--- config.mk ---
export PLATFORM = sky130hd
export DESIGN_NAME = memory_write_split_flat
export DESIGN_NICKNAME = d
export VERILOG_FILES = /design/src/rtl/memory_write_split_pkg.sv /design/src/rtl/memory_write_split_if.sv /design/src/rtl/mem_line_split.sv /design/src/rtl/memory_write_split_chk.sv /design/src/rtl/memory_write_split.sv /design/src/flat_wrapper.sv
export SDC_FILE = /design/constraint.sdc
export NUM_CORES = 1
export LEC_CHECK = 0
export CAP_MARGIN = 20
export CELL_PAD_IN_SITES_DETAIL_PLACEMENT = 1
export CELL_PAD_IN_SITES_GLOBAL_PLACEMENT = 1
export CORE_ASPECT_RATIO = 1.25
export CORE_MARGIN = 2
export CORE_UTILIZATION = 35
export CTS_CLUSTER_SIZE = 16
export DETAILED_ROUTE_END_ITERATION = 10
export HOLD_SLACK_MARGIN = 0.06
export PLACE_DENSITY = 0.72
export SKIP_LAST_GASP = 1
export SYNTH_ARGS = -nofsm -noshare
export SYNTH_HDL_FRONTEND = slang
export SYNTH_HIERARCHICAL = 1
export SYNTH_SLANG_ARGS = --single-unit
--- constraint.sdc ---
create_clock -name clk -period 4.68 [get_ports clk]
set_input_delay 0.936 -clock clk [delete_from_list [all_inputs] [get_ports clk]]
set_output_delay 0.936 -clock clk [all_outputs]
set_load 0.005 [all_outputs]
--- src/rtl/memory_write_split_pkg.sv ---
// Shared types for the memory write splitter: FSM state encoding and a
// length-legality helper used by the protocol checker.
package mem_write_pkg;

  localparam logic [1:0] STATE_IDLE   = 2'd0;
  localparam logic [1:0] STATE_FIRST  = 2'd1;
  localparam logic [1:0] STATE_SECOND = 2'd2;

  typedef enum logic [1:0] {
    ST_IDLE   = STATE_IDLE,
    ST_FIRST  = STATE_FIRST,
    ST_SECOND = STATE_SECOND
  } state_t;

  function automatic logic len_legal(input int unsigned len, input int unsigned max_bytes);
    return (len != 32'd0) && (len <= max_bytes);
  endfunction

endpackage

--- src/rtl/memory_write_split_if.sv ---
// Execute-side write port and TLB write port of the write splitter.
// master = execute unit + TLB (environment), slave = the splitter.
interface memory_write_split_if #(
  parameter int ADDR_W    = 32,
  parameter int MAX_BYTES = 4
);
  localparam int DATA_W = 8 * MAX_BYTES;
  localparam int LEN_W  = $clog2(MAX_BYTES) + 1;

  logic              wr_reset;
  logic              write_do;
  logic              write_done;
  logic              write_page_fault;
  logic              write_ac_fault;
  logic [1:0]        write_cpl;
  logic [ADDR_W-1:0] write_address;
  logic [LEN_W-1:0]  write_length;
  logic              write_lock;
  logic              write_rmw;
  logic [DATA_W-1:0] write_data;
  logic              busy;

  logic              tlbwrite_do;
  logic              tlbwrite_done;
  logic              tlbwrite_page_fault;
  logic              tlbwrite_ac_fault;
  logic [1:0]        tlbwrite_cpl;
  logic [ADDR_W-1:0] tlbwrite_address;
  logic [LEN_W-1:0]  tlbwrite_length;
  logic [LEN_W-1:0]  tlbwrite_length_full;
  logic              tlbwrite_lock;
  logic              tlbwrite_rmw;
  logic [DATA_W-1:0] tlbwrite_data;

  modport master (
    output wr_reset, write_do, write_cpl, write_address, write_length,
           write_lock, write_rmw, write_data,
           tlbwrite_done, tlbwrite_page_fault, tlbwrite_ac_fault,
    input  write_done, write_page_fault, write_ac_fault, busy,
           tlbwrite_do, tlbwrite_cpl, tlbwrite_address, tlbwrite_length,
           tlbwrite_length_full, tlbwrite_lock, tlbwrite_rmw, tlbwrite_data
  );

  modport slave (
    input  wr_reset, write_do, write_cpl, write_address, write_length,
           write_lock, write_rmw, write_data,
           tlbwrite_done, tlbwrite_page_fault, tlbwrite_ac_fault,
    output write_done, write_page_fault, write_ac_fault, busy,
           tlbwrite_do, tlbwrite_cpl, tlbwrite_address, tlbwrite_length,
           tlbwrite_length_full, tlbwrite_lock, tlbwrite_rmw, tlbwrite_data
  );

endinterface

--- src/rtl/mem_line_split.sv ---
// Splits one access at a line boundary into a first part and an optional
// second part starting at the next line. Purely combinational.
module mem_line_split #(
  parameter int ADDR_W     = 32,
  parameter int LINE_BYTES = 16,
  parameter int MAX_BYTES  = 4,
  parameter int DATA_W     = 8 * MAX_BYTES,
  parameter int LEN_W      = $clog2(MAX_BYTES) + 1
) (
  input  logic [ADDR_W-1:0] addr,
  input  logic [LEN_W-1:0]  len,
  input  logic [DATA_W-1:0] data,
  output logic [LEN_W-1:0]  len1,
  output logic [LEN_W-1:0]  len2,
  output logic [ADDR_W-1:0] addr2,
  output logic [DATA_W-1:0] data2
);

  localparam int OFF_W = $clog2(LINE_BYTES);
  localparam int HI_W  = ADDR_W - OFF_W;

  logic [OFF_W-1:0] off_s;
  logic [OFF_W:0]   room_s;
  logic [OFF_W:0]   len_ext_s;
  logic [OFF_W:0]   len1_wide_s;
  logic [HI_W-1:0]  hi_s;

  // Bytes left in the line bound the first part; the line index wraps.
  always_comb begin
    off_s     = addr[OFF_W-1:0];
    room_s    = (OFF_W + 1)'(LINE_BYTES) - {1'b0, off_s};
    len_ext_s = (OFF_W + 1)'(len);
    if (len_ext_s > room_s) begin
      len1_wide_s = room_s;
    end else begin
      len1_wide_s = len_ext_s;
    end
    len1  = len1_wide_s[LEN_W-1:0];
    len2  = len - len1;
    hi_s  = addr[ADDR_W-1:OFF_W] + HI_W'(1);
    addr2 = {hi_s, {OFF_W{1'b0}}};
    data2 = data >> {len1, 3'b000};
  end

endmodule

--- src/rtl/memory_write_split_chk.sv ---
// Protocol checker: a request presented to an idle splitter must carry a
// length of 1..MAX_BYTES.
module memory_write_split_chk
  import mem_write_pkg::*;
#(
  parameter int MAX_BYTES = 4,
  parameter int LEN_W     = $clog2(MAX_BYTES) + 1
) (
  input logic             clk,
  input logic             rst_n,
  input logic             req_idle,
  input logic [LEN_W-1:0] len
);

  a_len_legal: assert property (@(posedge clk) disable iff (!rst_n)
    req_idle |-> len_legal(32'(len), 32'(MAX_BYTES)));

endmodule

--- src/rtl/memory_write_split.sv ---
// Captures one execute-side write and issues it to the TLB as one part, or
// two parts when it crosses a line boundary; tracks sticky faults and flushes.
module memory_write_split #(
  parameter int ADDR_W     = 32,
  parameter int LINE_BYTES = 16,
  parameter int MAX_BYTES  = 4
) (
  input logic                  clk,
  input logic                  rst_n,
  memory_write_split_if.slave  bus
);
  import mem_write_pkg::*;

  localparam int DATA_W = 8 * MAX_BYTES;
  localparam int LEN_W  = $clog2(MAX_BYTES) + 1;

  state_t            state_q, state_d;
  logic              do_q, do_d;
  logic [1:0]        cpl_q, cpl_d;
  logic [ADDR_W-1:0] addr_q, addr_d;
  logic [LEN_W-1:0]  len_q, len_d;
  logic [LEN_W-1:0]  len_full_q, len_full_d;
  logic              lock_q, lock_d;
  logic              rmw_q, rmw_d;
  logic [DATA_W-1:0] data_q, data_d;
  logic [ADDR_W-1:0] addr2_q, addr2_d;
  logic [LEN_W-1:0]  len2_q, len2_d;
  logic [DATA_W-1:0] data2_q, data2_d;
  logic              reset_waiting_q, reset_waiting_d;
  logic              page_sticky_q, page_sticky_d;
  logic              ac_sticky_q, ac_sticky_d;

  logic [LEN_W-1:0]  split_len1_s;
  logic [LEN_W-1:0]  split_len2_s;
  logic [ADDR_W-1:0] split_addr2_s;
  logic [DATA_W-1:0] split_data2_s;
  logic              page_fault_s;
  logic              ac_fault_s;
  logic              tlb_fault_s;
  logic              accept_s;
  logic              done_s;

  mem_line_split #(
    .ADDR_W     (ADDR_W),
    .LINE_BYTES (LINE_BYTES),
    .MAX_BYTES  (MAX_BYTES),
    .DATA_W     (DATA_W),
    .LEN_W      (LEN_W)
  ) u_split (
    .addr  (bus.write_address),
    .len   (bus.write_length),
    .data  (bus.write_data),
    .len1  (split_len1_s),
    .len2  (split_len2_s),
    .addr2 (split_addr2_s),
    .data2 (split_data2_s)
  );

  memory_write_split_chk #(
    .MAX_BYTES (MAX_BYTES),
    .LEN_W     (LEN_W)
  ) u_chk (
    .clk      (clk),
    .rst_n    (rst_n),
    .req_idle (state_q == ST_IDLE && bus.write_do),
    .len      (bus.write_length)
  );

  // Fault and completion qualifiers; a fault always beats a same-cycle done.
  always_comb begin
    page_fault_s = bus.tlbwrite_page_fault | page_sticky_q;
    ac_fault_s   = bus.tlbwrite_ac_fault | ac_sticky_q;
    tlb_fault_s  = bus.tlbwrite_page_fault | bus.tlbwrite_ac_fault;
    accept_s     = (state_q == ST_IDLE) & bus.write_do & ~bus.wr_reset
                   & ~page_fault_s & ~ac_fault_s;
    if (state_q == ST_SECOND) begin
      done_s = bus.tlbwrite_done & ~tlb_fault_s;
    end else if (state_q == ST_FIRST) begin
      done_s = bus.tlbwrite_done & ~tlb_fault_s & (len2_q == {LEN_W{1'b0}});
    end else begin
      done_s = 1'b0;
    end
  end

  // Next-state logic for the FSM, the captured request and the part registers.
  always_comb begin
    state_d    = state_q;
    do_d       = do_q;
    cpl_d      = cpl_q;
    addr_d     = addr_q;
    len_d      = len_q;
    len_full_d = len_full_q;
    lock_d     = lock_q;
    rmw_d      = rmw_q;
    data_d     = data_q;
    addr2_d    = addr2_q;
    len2_d     = len2_q;
    data2_d    = data2_q;
    case (state_q)
      ST_IDLE: begin
        if (accept_s) begin
          state_d    = ST_FIRST;
          do_d       = 1'b1;
          cpl_d      = bus.write_cpl;
          addr_d     = bus.write_address;
          len_d      = split_len1_s;
          len_full_d = bus.write_length;
          lock_d     = bus.write_lock;
          rmw_d      = bus.write_rmw;
          data_d     = bus.write_data;
          addr2_d    = split_addr2_s;
          len2_d     = split_len2_s;
          data2_d    = split_data2_s;
        end else begin
          do_d = 1'b0;
        end
      end
      ST_FIRST: begin
        if (tlb_fault_s) begin
          state_d = ST_IDLE;
          do_d    = 1'b0;
        end else if (bus.tlbwrite_done && len2_q != {LEN_W{1'b0}}) begin
          state_d = ST_SECOND;
          addr_d  = addr2_q;
          len_d   = len2_q;
          data_d  = data2_q;
        end else if (bus.tlbwrite_done) begin
          state_d = ST_IDLE;
          do_d    = 1'b0;
        end else begin
          state_d = ST_FIRST;
        end
      end
      ST_SECOND: begin
        if (tlb_fault_s || bus.tlbwrite_done) begin
          state_d = ST_IDLE;
          do_d    = 1'b0;
        end else begin
          state_d = ST_SECOND;
        end
      end
      default: begin
        state_d = ST_IDLE;
        do_d    = 1'b0;
      end
    endcase
  end

  // A flush during a transfer lets the TLB finish but hides its outcome.
  always_comb begin
    if (state_q == ST_IDLE) begin
      reset_waiting_d = 1'b0;
    end else if (bus.wr_reset) begin
      reset_waiting_d = 1'b1;
    end else begin
      reset_waiting_d = reset_waiting_q;
    end
    if (bus.wr_reset) begin
      page_sticky_d = 1'b0;
      ac_sticky_d   = 1'b0;
    end else begin
      page_sticky_d = page_sticky_q | (bus.tlbwrite_page_fault & ~reset_waiting_q);
      ac_sticky_d   = ac_sticky_q | (bus.tlbwrite_ac_fault & ~reset_waiting_q);
    end
  end

  // State and capture registers.
  always_ff @(posedge clk or negedge rst_n) begin
    if (!rst_n) begin
      state_q         <= ST_IDLE;
      do_q            <= 1'b0;
      cpl_q           <= 2'd0;
      addr_q          <= {ADDR_W{1'b0}};
      len_q           <= {LEN_W{1'b0}};
      len_full_q      <= {LEN_W{1'b0}};
      lock_q          <= 1'b0;
      rmw_q           <= 1'b0;
      data_q          <= {DATA_W{1'b0}};
      addr2_q         <= {ADDR_W{1'b0}};
      len2_q          <= {LEN_W{1'b0}};
      data2_q         <= {DATA_W{1'b0}};
      reset_waiting_q <= 1'b0;
      page_sticky_q   <= 1'b0;
      ac_sticky_q     <= 1'b0;
    end else begin
      state_q         <= state_d;
      do_q            <= do_d;
      cpl_q           <= cpl_d;
      addr_q          <= addr_d;
      len_q           <= len_d;
      len_full_q      <= len_full_d;
      lock_q          <= lock_d;
      rmw_q           <= rmw_d;
      data_q          <= data_d;
      addr2_q         <= addr2_d;
      len2_q          <= len2_d;
      data2_q         <= data2_d;
      reset_waiting_q <= reset_waiting_d;
      page_sticky_q   <= page_sticky_d;
      ac_sticky_q     <= ac_sticky_d;
    end
  end

  assign bus.write_done           = done_s & ~reset_waiting_q;
  assign bus.write_page_fault     = page_fault_s;
  assign bus.write_ac_fault       = ac_fault_s;
  assign bus.busy                 = (state_q != ST_IDLE);
  assign bus.tlbwrite_do          = do_q;
  assign bus.tlbwrite_cpl         = cpl_q;
  assign bus.tlbwrite_address     = addr_q;
  assign bus.tlbwrite_length      = len_q;
  assign bus.tlbwrite_length_full = len_full_q;
  assign bus.tlbwrite_lock        = lock_q;
  assign bus.tlbwrite_rmw         = rmw_q;
  assign bus.tlbwrite_data        = data_q;

endmodule

--- src/flat_wrapper.sv ---
// flat-port wrapper written by rule: the top's interface ports become plain ports
module memory_write_split_flat import mem_write_pkg::*;
#(
  parameter int ADDR_W     = 32,
  parameter int LINE_BYTES = 16,
  parameter int MAX_BYTES  = 4
)
  (clk, rst_n, bus_wr_reset, bus_write_do, bus_write_cpl, bus_write_address, bus_write_length, bus_write_lock, bus_write_rmw, bus_write_data, bus_tlbwrite_done, bus_tlbwrite_page_fault, bus_tlbwrite_ac_fault, bus_write_done, bus_write_page_fault, bus_write_ac_fault, bus_busy, bus_tlbwrite_do, bus_tlbwrite_cpl, bus_tlbwrite_address, bus_tlbwrite_length, bus_tlbwrite_length_full, bus_tlbwrite_lock, bus_tlbwrite_rmw, bus_tlbwrite_data);
  memory_write_split_if #(.ADDR_W(ADDR_W), .MAX_BYTES(MAX_BYTES)) bus_i ();
  input logic clk;
  input logic rst_n;
  input wire logic [$bits(bus_i.wr_reset)-1:0] bus_wr_reset;
  input wire logic [$bits(bus_i.write_do)-1:0] bus_write_do;
  input wire logic [$bits(bus_i.write_cpl)-1:0] bus_write_cpl;
  input wire logic [$bits(bus_i.write_address)-1:0] bus_write_address;
  input wire logic [$bits(bus_i.write_length)-1:0] bus_write_length;
  input wire logic [$bits(bus_i.write_lock)-1:0] bus_write_lock;
  input wire logic [$bits(bus_i.write_rmw)-1:0] bus_write_rmw;
  input wire logic [$bits(bus_i.write_data)-1:0] bus_write_data;
  input wire logic [$bits(bus_i.tlbwrite_done)-1:0] bus_tlbwrite_done;
  input wire logic [$bits(bus_i.tlbwrite_page_fault)-1:0] bus_tlbwrite_page_fault;
  input wire logic [$bits(bus_i.tlbwrite_ac_fault)-1:0] bus_tlbwrite_ac_fault;
  output wire logic [$bits(bus_i.write_done)-1:0] bus_write_done;
  output wire logic [$bits(bus_i.write_page_fault)-1:0] bus_write_page_fault;
  output wire logic [$bits(bus_i.write_ac_fault)-1:0] bus_write_ac_fault;
  output wire logic [$bits(bus_i.busy)-1:0] bus_busy;
  output wire logic [$bits(bus_i.tlbwrite_do)-1:0] bus_tlbwrite_do;
  output wire logic [$bits(bus_i.tlbwrite_cpl)-1:0] bus_tlbwrite_cpl;
  output wire logic [$bits(bus_i.tlbwrite_address)-1:0] bus_tlbwrite_address;
  output wire logic [$bits(bus_i.tlbwrite_length)-1:0] bus_tlbwrite_length;
  output wire logic [$bits(bus_i.tlbwrite_length_full)-1:0] bus_tlbwrite_length_full;
  output wire logic [$bits(bus_i.tlbwrite_lock)-1:0] bus_tlbwrite_lock;
  output wire logic [$bits(bus_i.tlbwrite_rmw)-1:0] bus_tlbwrite_rmw;
  output wire logic [$bits(bus_i.tlbwrite_data)-1:0] bus_tlbwrite_data;
  assign bus_i.wr_reset = bus_wr_reset;
  assign bus_i.write_do = bus_write_do;
  assign bus_i.write_cpl = bus_write_cpl;
  assign bus_i.write_address = bus_write_address;
  assign bus_i.write_length = bus_write_length;
  assign bus_i.write_lock = bus_write_lock;
  assign bus_i.write_rmw = bus_write_rmw;
  assign bus_i.write_data = bus_write_data;
  assign bus_i.tlbwrite_done = bus_tlbwrite_done;
  assign bus_i.tlbwrite_page_fault = bus_tlbwrite_page_fault;
  assign bus_i.tlbwrite_ac_fault = bus_tlbwrite_ac_fault;
  assign bus_write_done = bus_i.write_done;
  assign bus_write_page_fault = bus_i.write_page_fault;
  assign bus_write_ac_fault = bus_i.write_ac_fault;
  assign bus_busy = bus_i.busy;
  assign bus_tlbwrite_do = bus_i.tlbwrite_do;
  assign bus_tlbwrite_cpl = bus_i.tlbwrite_cpl;
  assign bus_tlbwrite_address = bus_i.tlbwrite_address;
  assign bus_tlbwrite_length = bus_i.tlbwrite_length;
  assign bus_tlbwrite_length_full = bus_i.tlbwrite_length_full;
  assign bus_tlbwrite_lock = bus_i.tlbwrite_lock;
  assign bus_tlbwrite_rmw = bus_i.tlbwrite_rmw;
  assign bus_tlbwrite_data = bus_i.tlbwrite_data;
  memory_write_split #(.ADDR_W(ADDR_W), .LINE_BYTES(LINE_BYTES), .MAX_BYTES(MAX_BYTES)) u_core (.clk(clk), .rst_n(rst_n), .bus(bus_i));
endmodule
Word-level counts from Yosys, hierarchy flattened. Index checks and enable logic that the tools add are counted.

Logic and storage cells: 89. Register bits: 143. Output and inout bits: 79. Bits of input ports: 78.

Multiplexer cells: 31. Add/subtract/negate cells: 3. Shifts and indexed selects: 1. Order comparisons: 1. Reductions and logical operators: 11. Bitwise logic cells: 19. Equality and inequality tests: 8.

Operators with widths (count): $mux 32 (6); $pmux 32 s2 (2); $shr 32x6->32 (1); $add 28x1->28 const B (1); $mux 1 (12); $mux 3 (4); $and 1x1->1 (9); $mux 2 (4); $ne 2x2->1 const B (3); $ne 3x2->1 const B (2); $pmux 2 s3 (1); $pmux 3 s2 (1); $reduce_bool 2->1 (3); $gt 3x5->1 (1); $not 1->1 (5); $or 1x1->1 (5); $sub 5x4->5 const A (1); $reduce_and 4->1 (1); $logic_not 3->1 (1); $pmux 1 s3 (1); $reduce_and 3->1 (1); $reduce_bool 3->1 (1); $sub 3x3->3 (1); $eq 2x1->1 const B (1); 6 further kinds (6).

Longest topological paths before layout. Gate-level depths: netlist of run 1.

Depth after elaboration: 7. Mapped depth: 20. Depth with buffers taken out: 15.

By module. The synthesis of run 1 kept the hierarchy.

By module, submodules not included: memory_write_split (area each 6421.2 um^2, seq. area each 3678.5 um^2, cells each 495, instances 1); mem_line_split (area each 2070.7 um^2, seq. area each 0.0 um^2, cells each 286, instances 1).

Least setup slack after synthesis of run 1. No wires, ideal clock.

Path type: input-to-reg. Start: in bus_write_length[0]. End: reg u_core.len2_q[2]. Library setup time: 64 ps. Data arrival time: 4077 ps. Stages on the path: 19. Setup slack: 539 ps. Data required time: 4616 ps. Buffers on the path: 5. Cell sequence: buf_2 > buf_2 > buf_2 > inv_1 > ha_1 > nor2_1 > maj3_2 > nand3_1 > o211a_4 > buf_6 > buf_6 > nand2_1 > o21ai_0 > ha_1 > inv_1 > ha_1 > or3_1 > o211ai_1 > mux2_2.

Cells in the longest elaborated chain, start to end: 3.

Ends and longest elaborated chain: start, declared (RTL line flat_wrapper.sv:16) `input wire logic [$bits(bus_i.write_length)-1:0] bus_write_length;`; $gt 3x5->1 (RTL line mem_line_split.sv:33) `if (len_ext_s > room_s) begin`; $mux 3 (RTL line mem_line_split.sv:33); $sub 3x3->3 (*) (RTL line mem_line_split.sv:39) `len2 = len - len1;`; via u_core.split_len2_s[2] (RTL line memory_write_split.sv:34) `logic [LEN_W-1:0] split_len2_s;`; end signal, assigned (RTL line memory_write_split.sv:180) `len2_q <= {LEN_W{1'b0}};`; end signal, assigned (RTL line memory_write_split.sv:196) `len2_q <= len2_d;`; end, declared (RTL line memory_write_split.sv:27) `logic [LEN_W-1:0] len2_q, len2_d;`.

The timed path passes the listed nets; every way through them passes the cells marked *. A chain may end at the register's enable or synchronous reset.

Worst setup path in the final report of run 1.
Start: in bus_write_address[1]. End: reg u_core.len2_q[2].

Cells in the longest elaborated chain, start to end: 4.

Ends and longest elaborated chain: start, declared (RTL line flat_wrapper.sv:15) `input wire logic [$bits(bus_i.write_address)-1:0] bus_write_address;`; $sub 5x4->5 (*) (RTL line mem_line_split.sv:31) `room_s = (OFF_W + 1)'(LINE_BYTES) - {1'b0, off_s};`; $gt 3x5->1 (RTL line mem_line_split.sv:33); $mux 3 (*) (RTL line mem_line_split.sv:33); $sub 3x3->3 (*) (RTL line mem_line_split.sv:39); via u_core.split_len2_s[2] (RTL line memory_write_split.sv:34).

Marks and branches as above.

==> results of run 1 <==
[power by group]
group,switching [mW],total (mW),internal [mW]
registers,0.206,1.82,1.61
clock network,0.566,1.53,0.964
logic,0.492,1.24,0.748
[Yosys cell counts (5+ instances only)]
library cell  count
mux2_4           37
nor2b_1          18
nand4_1           5
a211oi_1          8
dfrtp_1         147
and4_1            6
inv_1            10
o31ai_2           8
a221o_1           8
buf_2            24
xnor2_1          20
nor3_1           12
nand3_1          21
buf_4            10
ha_1              5
nand2_1          26
xor2_1            8
a21oi_1         146
nor2_1           33
o21ai_0          13
clkbuf_1         13
mux2i_1         107
and3_1            5
buf_6            12
mux2_2           45
[stage by stage]
stage	power [mW]	worst slack, ns	area, µm²	util (%)	hold WS (ns)
2_1_floorplan	2.38	0.539	8500	-	0.464
3_3_place_gp	3.05	0.692	10200	43.0	0.484
3_5_place_dp	3.09	0.594	10200	43.0	0.495
6_report	4.59	1.01	10900	45.7	0.508
5_1_grt	4.85	0.857	10900	45.7	0.516
4_1_cts	4.65	1.03	10900	45.7	0.508
[area by class of cell]
class                      count  area (µm²)  area share [%]
sequential                   147        3680            33.8
multi-input combinational    564        4420            40.5
tap                          325         407            3.73
clock inverter                12         204            1.87
inverter                      11        41.3           0.379
clock buffer                  20         447            4.10
timing repair buffer         171        1700            15.6
antenna                        1        2.50          0.0230
[worst max path at each step]
stage	from	end	slack, ns	cells after the start
3_5_place_dp	bus_write_address[1]	u_core/len2_q[2]	0.59	15
2_1_floorplan	bus_write_length[0]	u_core/len2_q[2]	0.54	19
6_report	bus_write_address[1]	u_core/len2_q[2]	1.01	15
3_3_place_gp	bus_write_address[1]	u_core/len2_q[2]	0.69	15
5_1_grt	bus_write_address[1]	u_core/len2_q[2]	0.86	15
4_1_cts	bus_write_address[1]	u_core/len2_q[2]	1.03	15
[sequential cells by signal, indices dropped and copies added, names as in the netlist]
register	flops
u_core/ac_sticky_q	1
u_core/addr2_q	32
u_core/bus.tlbwrite_address	32
u_core/bus.tlbwrite_cpl	2
u_core/bus.tlbwrite_data	32
u_core/bus.tlbwrite_do	1
u_core/bus.tlbwrite_length	3
u_core/bus.tlbwrite_length_full	3
u_core/bus.tlbwrite_lock	1
u_core/bus.tlbwrite_rmw	1
u_core/data2_q	32
u_core/len2_q	3
u_core/page_sticky_q	1
u_core/reset_waiting_q	1
u_core/state_q	2
[layer usage]
metal / part of all wire (%) / GRT usage (%)
met2: 52 / 36.5
met5: 0 / 0
met4: 1.5 / 5.51
met3: 4.1 / 3.81
met1: 42 / 24.2
[critical path: cells and delay by family]
family | cells | cell delay, ns
compound gates | 3 | 0.56
simple gates | 3 | 0.64
fa+ha+maj | 4 | 1.01
buf+inv | 4 | 0.70
mux | 1 | 0.17
[cell usage in the layout, fill, tap and decap left out, types with 2 or more instances in the layout]
master and instances:
clkdlybuf4s50_1 154, dfrtp_1 147, a21oi_1 146, mux2i_1 107, mux2_2 45, mux2_4 37, nor2_1 33, nand2_1 26
nand3_1 20, xnor2_1 20, clkbuf_16 17, nor2b_1 17, o21ai_0 13, buf_4 13, nor3_1 12, inv_1 10
xor2_1 8, o31ai_2 8, a211oi_1 8, a221o_1 8, and4_1 6, bufinv_16 5, and3_1 5, nand4_1 5
ha_1 5, or2_2 4, conb_1 4, clkinvlp_4 3, clkbuf_1 2, clkinv_4 2, nor3_2 2, o211a_4 2
and2_2 2, buf_12 2, nand2b_1 2
[logic make-up (layout without fill, tap and decap cells)]
| family | count (synthesis) | after routing | share of synthesized area, % |
|---|---|---|---|
| muxes | 191 | 191 | 25.4 |
| xor gates and xnor gates | 28 | 28 | 2.89 |
| AOI/OAI and AO/OA | 192 | 192 | 13.3 |
| buffers and inverters | 73 | 214 | 5.29 |
| other | 1 | 5 | 0.0442 |
| DFF | 147 | 147 | 43.3 |
| and+or+nand+nor | 143 | 143 | 8.88 |
| adders and majority gates | 6 | 6 | 0.869 |
==> results by group, run 1 <==
Min path
  • Hold Startpoint: u_core/data2_q[16]
  • Min-delay worst type: reg -> reg
  • Hold path depth: 1
  • Hold Crit Endpoint: u_core/data2_q[16]

CTS
  • Root Buffer: clkbuf_16
  • CTS tree: yes
  • Total CTS buffers: 17
  • Post-cts sizing count: 0
  • Clk sinks: 147
  • Hold buffers post-CTS: 0
  • # Post-CTS Setup Buffers: 0
  • Clk_lat worst skew: 0.42 ns
  • CTS clk-pin slew, worst paths: 0.06 ns
  • Maximum buffer depth of the clock tree: 2
  • # H-tree levels: 4

Timing
  • Fmax: 273 MHz
  • Post-route clock period utilization: 78.4%
  • Endpoints failing hold: 0
  • Setup TNS: 0 ns
  • Layout Skew: 0.0107 ns
  • Worst slew pin tran: 1.11 ns
  • Final max-slew violation count: 0
  • Final setup fails: 0
  • Tmin final: 3.67 ns
  • Worst slew margin: 25.1%
  • RSZ-0062 raised after global routing: false

Routing
  • Routed wire per std cell: 19.9 µm
  • DR vias/cell: 5.23
  • DR iter-0 viols: 207
  • Vias: 6,539
  • Pre-Repair DR Iteration Count: 4
  • DRC Markers: 0
  • Routed Antenna Nets: 0
  • WL final: 24,900 µm

Yosys
  • Post-synth top area share: 43.3%
  • Leading area contributor after synthesis: dfrtp_1
  • Distinct cells, synth: 54
  • Asr flop ratio synth: 100%
  • Mapped Avg Cell Area: 10.9 µm²
  • #FFs+latches synth: 147
  • Yosys warning count: 6
  • Post-synth EDFFs: 0
  • Post-Syn Area: 8490 µm²
  • Synth Flop Type: dfrtp_1
  • Largest cells by area after synthesis: dfrtp_1 43%, mux2i_1 13%, a21oi_1 8.6%
  • Post-synthesis sequential area ratio: 43.3%
  • Cells after Synth: 781

Die
  • Die X: 143 µm
  • Die Y: 178 µm
  • Rows: 63
  • Starting density of the core: 35.7%
  • IO Count: 157
  • Area of the die: 25,500 µm²
  • Core ar.: 23,800 µm²

Global route
  • Total gr overflow: 0
  • Largest net degree at the start of global routing: 96
  • Number of global-route vias before repair: 7,192
  • Initial antenna violation count: 0
  • GRT Resource Usage Total: 20.1%
  • First-pass GRT wire length: 39,800 µm

Status
  • Outcome: complete, no violations

Critical path
  • Reg2reg end: u_core/bus.tlbwrite_data[23]
  • Setup Crit Path Kind: in -> reg
  • Max stage delay on crit path: 0.53 ns
  • Critical path required time: 5.04 ns
  • Startpoint types: input port
  • Arr. time, crit path: 4.03 ns
  • Worst-path cell chain: clkdlybuf4s50_1 -> inv_1 -> ha_1 -> inv_2 -> maj3_2 -> nand4_1 -> o211a_4 -> nand2_1 -> o21ai_0 -> ha_1 -> inv_1 -> ha_1 -> or3_1 -> o211ai_1 -> mux2_2
  • Reg2Reg Depth: 5
  • CP Capture Type: flip-flop
  • Reg2reg start: u_core/state_q[0]
  • Worst R2R Setup Slack: 2.11 ns
  • Slowest CP cell: clkdlybuf4s50_1
  • CP most frequent cell: ha_1
  • Peak fanout along the critical path: 20

Layout
  • Synth-to-Final Area Change: 28.2%
  • Finished Layout Cells: 1,251
  • Fillcell total: 2,597
  • Layout cells sized above 1: 17.3%
  • Nets@finish: 995

Run
  • Max-cap violations: 0

Placement
  • Detailed Place HPWL: 16,200 µm
  • Placed Instances: 1,218
  • IO buf count: 156
  • RD Place Congestion: 0.822

Power and ir drop
  • Leak Pwr: 4.59 nW
  • Pwr dens: 421 nW/µm²
  • Peak supply drop: 0.000263 V
Note: power is estimated with default switching activity, not from simulation.
==> inputs of run 2 (changes only) <==
Clock period 4.68 ns to 3.4 ns, I/O delays scaled along.
==> run 2 against run 1 <==
Critical path depth down 1. Routed wire length up 0.31%. Sequential power up 38%. Power up 36%. Non-clock buffer count up 10. Worst setup slack worse by 0.69 ns. Sequential share of layout area down 0.41 points. Clock power up 31%. Core utilization up 0.56 points. Register-to-register slack worse by 0.78 ns. Flip-flop and latch count unchanged. Critical path type unchanged. Critical endpoint unchanged.
==> results by group, run 2 (synthesized netlist as in run 1, its figures left out) <==
Status
  • Outcome: complete, no violations

Timing
  • Fmax: 325 MHz
  • Tmin final: 3.07 ns
  • Layout Skew: 0.0143 ns (+0.00362 ns)
  • Final setup fails: 0 (unchanged)
  • Endpoints failing hold: 0 (unchanged)
  • Post-route clock period utilization: 90.4%
  • Worst slew pin tran: 1.00 ns (-0.107 ns)
  • RSZ-0062 raised after global routing: false
  • Final max-slew violation count: 0 (unchanged)
  • Worst slew margin: 32.3% (+7.2 points)
  • Setup slack after layout: 0.325 ns (-0.686 ns)

Routing
  • Routed wire per std cell: 19.8 µm (-0.40%)
  • DRC Markers: 0 (unchanged)
  • Pre-Repair DR Iteration Count: 4 (unchanged)
  • Max Used Layer: met4
  • Vias: 6,626 (+1.3%)
  • Met2 wire len: 12,900 µm (-0.43%)
  • Metal-1 WL: 10,500 µm (+0.15%)
  • Routed Antenna Nets: 0 (unchanged)
  • WL final: 24,900 µm (+0.31%)
  • DR iter-0 viols: 162 (-22%)
  • Met3 routed wirelength: 1090 µm (+5.4%)
  • DR vias/cell: 5.26 (+0.61%)

CTS
  • CTS tree: yes
  • CTS clk-pin slew, worst paths: 0.07 ns (about the same)
  • Hold buffers post-CTS: 0 (unchanged)
  • # H-tree levels: 4 (unchanged)
  • Post-cts sizing count: 0 (unchanged)
  • Maximum buffer depth of the clock tree: 2 (unchanged)
  • # Post-CTS Setup Buffers: 0 (unchanged)
  • Root Buffer: clkbuf_16
  • Total CTS buffers: 17 (unchanged)
  • Clk sinks: 147 (unchanged)
  • Clk_lat worst skew: 0.43 ns (about the same)

Power and ir drop
  • Sw Pwr: 1.78 mW (+41%)
  • Peak supply drop: 0.000375 V (+43%)
  • Clock power share: 32.0% (-1.3 points)
  • Power Total: 6.24 mW (+36%)
  • P_int: 4.46 mW (+34%)
  • Share of power burned in registers: 40.2% (+0.6 points)
  • Leak Pwr: 4.64 nW (+1.2%)
  • Combinational Power Share: 27.8% (+0.8 points)
  • Sw Ratio: 28.5% (+0.93 points)
  • Pwr dens: 566 nW/µm² (+34%)

Global route
  • First-pass GRT wire length: 40,100 µm (+0.80%)
  • Total gr overflow: 0 (unchanged)
  • Initial antenna violation count: 0 (unchanged)
  • GRT Resource Usage Total: 20.3% (+0.15 points)
  • Number of global-route vias before repair: 7,194 (+0.028%)
  • Largest net degree at the start of global routing: 77 (-20%)

Min path
  • Min-delay worst type: in -> async

Layout
  • Final non-filler cell area: 11,000 µm² (+1.2%)
  • Layout cells sized above 1: 19.0% (+1.7 points)
  • Most common cell after layout, fill and taps aside: clkdlybuf4s50_1
  • Most frequent cells in the layout: 154 x clkdlybuf4s50_1, 147 x dfrtp_1, 146 x a21oi_1
  • Final Core Density: 46.3% (+0.56 points)
  • Nets@finish: 1,005 (+1.0%)
  • Ant diodes: 0 (-1)
  • Fillcell total: 2,626 (+1.1%)
  • Synth-to-Final Area Change: 29.8%

Critical path
  • Worst-path cell chain: clkdlybuf4s50_1 -> inv_4 -> ha_4 -> nor2_1 -> maj3_2 -> nor2_4 -> o211a_4 -> buf_4 -> o21bai_1 -> ha_2 -> nand2_1 -> mux2_2 -> o211ai_1 -> mux2_4
  • Critical path required time: 3.76 ns (-1.28 ns)
  • Worst R2R Setup Slack: 1.33 ns (-0.78 ns)
  • Arr. time, crit path: 3.44 ns (-0.59 ns)
  • Setup Crit Path Kind: in -> reg
  • Slowest CP cell: clkdlybuf4s50_1
  • Max stage delay on crit path: 0.57 ns (+0.04 ns)
  • Startpoint types: input port
  • Peak fanout along the critical path: 14 (-30%)
  • CP Capture Type: flip-flop

Placement
  • Dpl ws: -0.115 ns (-0.709 ns)
  • DP Area: 10,400 µm² (+1.7%)
  • RD Place Congestion: 0.782 (-4.9%)
  • Detailed Place HPWL: 16,600 µm (+2.2%)
  • IO buf count: 156 (unchanged)

Die
  • Die Y: 178 µm (unchanged)
  • IO Count: 157 (unchanged)
  • Area of the die: 25,500 µm² (unchanged)
  • Die X: 143 µm (unchanged)
  • Rows: 63 (unchanged)
  • Starting density of the core: 35.7% (unchanged)
  • Core ar.: 23,800 µm² (unchanged)

Run
  • Max-cap violations: 0 (unchanged)
-- run 2: layout make-up --
class | instances | area [µm²] | share of cell area [%]
multi-input combinational | 564 | 4440 | 40.3
sequential | 147 | 3680 | 33.4
timing repair buffer | 181 | 1830 | 16.6
inverter | 11 | 46.3 | 0.420
clock inverter | 13 | 171 | 1.56
tap | 325 | 407 | 3.69
clock buffer | 19 | 443 | 4.02
-- run 2: critical path, delay by kind of cell --
kind	cells	cell delay, ns
buffers and inverters	3	0.86
adders and majority gates	3	0.81
muxes	2	0.43
AOI/OAI and AO/OA	3	0.43
and+or+nand+nor	3	0.22
-- run 2: routing by layer --
layer,up-vias,global-route usage [%]
li1,3093,-
met3,27,4.13
met5,-,0
met1,3373,24.4
met2,133,36.4
met4,0,5.88
-- run 2: final timing paths --
kind | cells after the start | to | from
worst max-delay path | 14 | u_core/len2_q[2] | bus_write_length[0]
worst min-delay path | 1 | u_core/bus.tlbwrite_data[4] | rst_n
worst max register to register | 5 | u_core/bus.tlbwrite_data[1] | u_core/page_sticky_q
worst min register to register | 1 | u_core/addr2_q[30] | u_core/addr2_q[30]
max in group asynchronous | 2 | u_core/addr2_q[7] | rst_n
min in group clk | 1 | u_core/addr2_q[30] | u_core/addr2_q[30]
-- run 2: metrics by stage --
stage / setup TNS [ns] / std cells / hold WS [ns]
5_1_grt: 0 / 1260 / 0.301
3_3_place_gp: -0.323 / 1228 / 0.479
2_1_floorplan: -0.0399 / 784 / 0.384
4_1_cts: 0 / 1260 / 0.290
6_report: 0 / 1260 / 0.274
3_5_place_dp: -0.602 / 1228 / 0.488
-- run 2: power groups by stage --
stage | registers, mW | clock network, mW | logic, mW
floorplan | 2.49 | 0 | 0.808
global placement | 2.52 | 0 | 1.71
detailed placement | 2.54 | 0 | 1.75
CTS | 2.52 | 2.05 | 1.77
global route | 2.57 | 2.13 | 1.90
finish | 2.51 | 2.00 | 1.73
